**src/rtl/tdm_demux_receiver.sv**
```systemverilog
// Receive side of the TDM serial link: a 1-bit MSB-first stream with a frame-sync
// marker is split into CHANNELS registered words of WIDTH bits. Each word has a valid pulse.
module tdm_demux_receiver #(
  parameter int CHANNELS = 4,
  parameter int WIDTH    = 8
) (
  input  logic                         clk,
  input  logic                         rst,
  input  logic                         sdata,
  input  logic                         sync,
  output logic [CHANNELS*WIDTH-1:0]    ch_data,
  output logic [CHANNELS-1:0]          ch_valid,
  output logic                         frame_done,
  output logic                         sync_err
);

  localparam int BW = $clog2(WIDTH);
  localparam int CW = $clog2(CHANNELS);
  localparam int SW = WIDTH - 1;
  localparam logic [BW-1:0] LAST_BIT = BW'(WIDTH - 1);
  localparam logic [CW-1:0] LAST_CH  = CW'(CHANNELS - 1);

  typedef enum logic {
    HUNT  = 1'b0,
    SHIFT = 1'b1
  } state_t;

  state_t                      state_q,      state_d;
  logic [BW-1:0]               bit_cnt_q,    bit_cnt_d;
  logic [CW-1:0]               ch_cnt_q,     ch_cnt_d;
  logic [SW-1:0]               shift_q,      shift_d;
  logic [CHANNELS*WIDTH-1:0]   ch_data_q,    ch_data_d;
  logic [CHANNELS-1:0]         ch_valid_q,   ch_valid_d;
  logic                        frame_done_q, frame_done_d;
  logic                        sync_err_q,   sync_err_d;
  logic [WIDTH-1:0]            word_s;

  assign word_s = {shift_q, sdata};

  // State, counters and registered outputs
  always_ff @(posedge clk or posedge rst) begin
    if (rst) begin
      state_q      <= HUNT;
      bit_cnt_q    <= '0;
      ch_cnt_q     <= '0;
      shift_q      <= '0;
      ch_data_q    <= '0;
      ch_valid_q   <= '0;
      frame_done_q <= 1'b0;
      sync_err_q   <= 1'b0;
    end else begin
      state_q      <= state_d;
      bit_cnt_q    <= bit_cnt_d;
      ch_cnt_q     <= ch_cnt_d;
      shift_q      <= shift_d;
      ch_data_q    <= ch_data_d;
      ch_valid_q   <= ch_valid_d;
      frame_done_q <= frame_done_d;
      sync_err_q   <= sync_err_d;
    end
  end

  // Next-state and output decode
  always_comb begin
    state_d      = state_q;
    bit_cnt_d    = bit_cnt_q;
    ch_cnt_d     = ch_cnt_q;
    shift_d      = shift_q;
    ch_data_d    = ch_data_q;
    ch_valid_d   = '0;
    frame_done_d = 1'b0;
    sync_err_d   = 1'b0;

    unique case (state_q)
      HUNT: begin
        if (sync) begin
          shift_d   = SW'(sdata);
          bit_cnt_d = BW'(1);
          ch_cnt_d  = '0;
          state_d   = SHIFT;
        end else begin
          state_d = HUNT;
        end
      end

      SHIFT: begin
        if (sync) begin
          // Any sync inside a frame restarts it; the partial word is simply dropped.
          sync_err_d = (bit_cnt_q != '0) || (ch_cnt_q != '0);
          shift_d    = SW'(sdata);
          bit_cnt_d  = BW'(1);
          ch_cnt_d   = '0;
          state_d    = SHIFT;
        end else if (bit_cnt_q == LAST_BIT) begin
          for (int k = 0; k < CHANNELS; k++) begin
            if (ch_cnt_q == CW'(k)) begin
              ch_data_d[k*WIDTH +: WIDTH] = word_s;
              ch_valid_d[k]               = 1'b1;
            end else begin
              ch_valid_d[k] = 1'b0;
            end
          end
          bit_cnt_d = '0;
          if (ch_cnt_q == LAST_CH) begin
            frame_done_d = 1'b1;
            ch_cnt_d     = '0;
            state_d      = HUNT;
          end else begin
            ch_cnt_d = ch_cnt_q + CW'(1);
          end
        end else begin
          shift_d   = word_s[SW-1:0];
          bit_cnt_d = bit_cnt_q + BW'(1);
        end
      end

      default: begin
        state_d   = HUNT;
        bit_cnt_d = '0;
        ch_cnt_d  = '0;
      end
    endcase
  end

  assign ch_data    = ch_data_q;
  assign ch_valid   = ch_valid_q;
  assign frame_done = frame_done_q;
  assign sync_err   = sync_err_q;

endmodule

```
**config.mk**
```make
export PLATFORM = sky130hd
export DESIGN_NAME = tdm_demux_receiver
export DESIGN_NICKNAME = d
export VERILOG_FILES = /design/src/rtl/tdm_demux_receiver.sv
export SDC_FILE = /design/constraint.sdc
export NUM_CORES = 1
export LEC_CHECK = 0
export BUFFER_PORTS_ARGS = -buffer_cell sky130_fd_sc_hd__buf_4
export CELL_PAD_IN_SITES_DETAIL_PLACEMENT = 1
export CELL_PAD_IN_SITES_GLOBAL_PLACEMENT = 1
export CORE_ASPECT_RATIO = 1.1
export CORE_MARGIN = 2
export CORE_UTILIZATION = 47
export CTS_CLUSTER_SIZE = 30
export DETAILED_ROUTE_END_ITERATION = 10
export PLACE_DENSITY = 0.85
export SYNTH_ARGS = -nofsm -noshare
export SYNTH_HDL_FRONTEND = slang
export SYNTH_SLANG_ARGS = --single-unit
```
**constraint.sdc**
```tcl
create_clock -name clk -period 2.8 [get_ports clk]
set_clock_uncertainty 0.15 [all_clocks]
set_input_delay 0.42 -clock clk [delete_from_list [all_inputs] [get_ports clk]]
set_output_delay 0.42 -clock clk [all_outputs]
set_load 0.02 [all_outputs]
```
==> flow_summary_export.csv <==
group,metric,value,unit
sta,setup_ws,0.829,ns
cells_and_area,layout_common_cells,"dfrtp_1, buf_4, mux2_4",
sta,fin_setup_tns,0,ns
routing,drc,0,
clock_network,cts_root_buffer,"clkbuf_8",
synth,yosys-top-cells-area,"dfrtp_1, mux2_4, mux2_2",
grt,grt-ovfl-total,0,
synth,syn_avg_cell_area,14.7,um2
place,dpl.hpwl,3.18,mm
cells_and_area,final_common_cell,"dfrtp_1",
clock_network,numCtsBuffers,5,
clock_network,clkTransAtPathRegs,0.09,ns
sta,slew_headroom,0.591,
clock_network,cts_hold_buffers,0,
die,io_pins,42,
critical_path,crit_arrival,2.02,ns
routing,drtAntennaViolNets,0,
clock_network,cts_tree,"done",
synth,syn_area,2140,um2
clock_network,postCtsSetupRepairBufs,0,
cells_and_area,stdcell_area,2590,um2
grt,grt_pass1_wl,7.14,mm
sta,finalHoldViolCount,0,
synth,synth_seq_area_share,0.585,
sta,clock.fmax,507,MHz
critical_path,timing.rr.start,"bit_cnt_q[1]$_DFFE_PP0P_",
place,pre_cts_slack,0.870,ns
critical_path,path_max_fanout,8,
power_and_ir_drop,p_per_area,567,nW/um2
cells_and_area,final-seq-area,1250,um2
sta,tightestPinTransition,0.614,ns
synth,synth_cell_type_count,23,
critical_path,crit_end,"shift_q[0]$_DFFE_PP0P_",
clock_network,cts.sinks,50,
synth,syn_inst,146,
critical_path,end_kind,"register",
cells_and_area,num-fill-cells,432,
cells_and_area,layout-drive-gt1-share,0.453,
sta,rsz0062_at_grt,"no",
die,dieArea,5110,um2
outcome,outcome,"finished, final reports clean",
routing,vias,1263,
grt,first_global_vias,1403,
grt,grt_max_degree,51,
routing,first_iter_violations,73,
critical_path,ff2ff_path_depth,5,
die,die_w,68.3,um
critical_path,r2r_end,"shift_q[0]$_DFFE_PP0P_",
critical_path,startpoint_type,"register",
place,port_buffers,41,
critical_path,startpoint,"bit_cnt_q[1]$_DFFE_PP0P_",
cells_and_area,multiInputGateArea,800,um2
die,start_util,0.492,
place,place_area,2480,um2
place,globalplace.congestion,0.782,
clock_network,clk_latency,0.30,ns
clock_network,htree_levels,2,
synth,yosysTopAreaCellShare,0.585,
routing,drt-total-wl,4.48,mm
die,die_h,74.8,um
sta,post-route-period-util,0.704,
clock_network,cts.path.max_buffers,2,
cells_and_area,fin_nets,201,
routing,wl_per_cell,18.3,um
synth,ys_ff_latch,50,
cells_and_area,num_antenna_cells,0,
grt,grt.total_usage,0.197,
critical_path,required,2.85,ns
clock_network,cts_resized,0,
synth,ys_warn_count,0,
cells_and_area,area_growth,21.0,%
synth,yosysTopAreaCell,"dfrtp_1",
synth,syn-num-nets,158,
worst_hold_path,holdCritPathClass,"in2async",
sta,finalMaxSlewViolations,0,
grt,antenna_found_initial,0,
critical_path,path_class,"reg2reg",
job,drv_cap,0,
power_and_ir_drop,leakage,1.42,nW
critical_path,r2r_slack,0.83,ns
routing,dr.pass1.iters,4,
sta,fin_crit,1.97,ns
die,core,4350,um2
routing,vias_per_cell,5.18,
die,rows,25,
sta,finalSetupViolations,0,
power_and_ir_drop,ir_drop,262,uV
## where the power goes
group          internal, W  switching (W)
combinational    0.0000768      0.0000995
clock             0.000267       0.000238
sequential        0.000759      0.0000272
total              0.00110       0.000364
## layout make-up
type	instances	share of cell area
clock inverter	2	0.0145
tap	54	0.0261
timing repair buffer	42	0.122
inverter	12	0.0174
multi-input combinational	78	0.309
clock buffer	6	0.0280
sequential	50	0.483
## synthesized netlist by cell type (all sizes together)
cell	n
dfrtp	50
mux2	32
inv	12
nor2	10
mux2i	9
ha	8
nand2	6
nand3	6
buf	5
a21boi	1
a21oi	1
a31o	1
a31oi	1
and2b	1
clkbuf	1
nand2b	1
o211ai	1
## how the worst min path moves through the flow
| stage | depth (start not counted) | from | to |
|---|---|---|---|
| floorplan | 2 | bit_cnt_q[1]$_DFFE_PP0P_ | bit_cnt_q[1]$_DFFE_PP0P_ |
| global placement | 1 | ch_data[10]$_DFFE_PP0P_ | ch_data[10]$_DFFE_PP0P_ |
| detailed placement | 1 | ch_data[12]$_DFFE_PP0P_ | ch_data[12]$_DFFE_PP0P_ |
| CTS | 3 | rst | ch_data[19]$_DFFE_PP0P_ |
| global route | 3 | rst | ch_data[2]$_DFFE_PP0P_ |
| finish | 3 | rst | ch_data[19]$_DFFE_PP0P_ |
## state kept, by name, indices dropped and copies added (netlist names)
name,cells
sync_err,1
shift_q,7
ch_data,32
ch_valid,4
state_q,1
ch_cnt_q,2
bit_cnt_q,3
## logic make-up (layout without fill, tap and decap cells)
| group | count (synthesis) | in the layout | synth area share |
|---|---|---|---|
| compound gates | 5 | 5 | 0.0164 |
| fa+ha+maj | 8 | 8 | 0.0468 |
| buf+inv | 18 | 62 | 0.0415 |
| flops | 50 | 50 | 0.585 |
| mux | 41 | 41 | 0.239 |
| simple gates | 24 | 24 | 0.0719 |
## layer usage
layer | GRT usage | wire, um | up-vias
met5 | 0 | 0 | -
met3 | 0.0404 | 144 | 6
li1 | - | - | 576
met4 | 0.0533 | 55 | 0
met1 | 0.214 | 1680 | 655
met2 | 0.382 | 2600 | 26
## critical path, stage by stage (launching register included)
cell	delay (ns)
dfrtp_1	0.38
ha_1	0.20
ha_1	0.28
nand2b_1	0.42
a21boi_0	0.20
a31o_2	0.24
## stage by stage
stage	power, W	util	instances	hold WS (ns)
after CTS	0.00148	0.595	244	0.161
after global placement	0.000963	0.570	236	0.331
final	0.00147	0.595	244	0.133
after global routing	0.00153	0.595	244	0.183
after detailed placement	0.000982	0.570	236	0.349
after floorplan	0.000903	-	146	0.363
(Power assumes the default switching activity.)
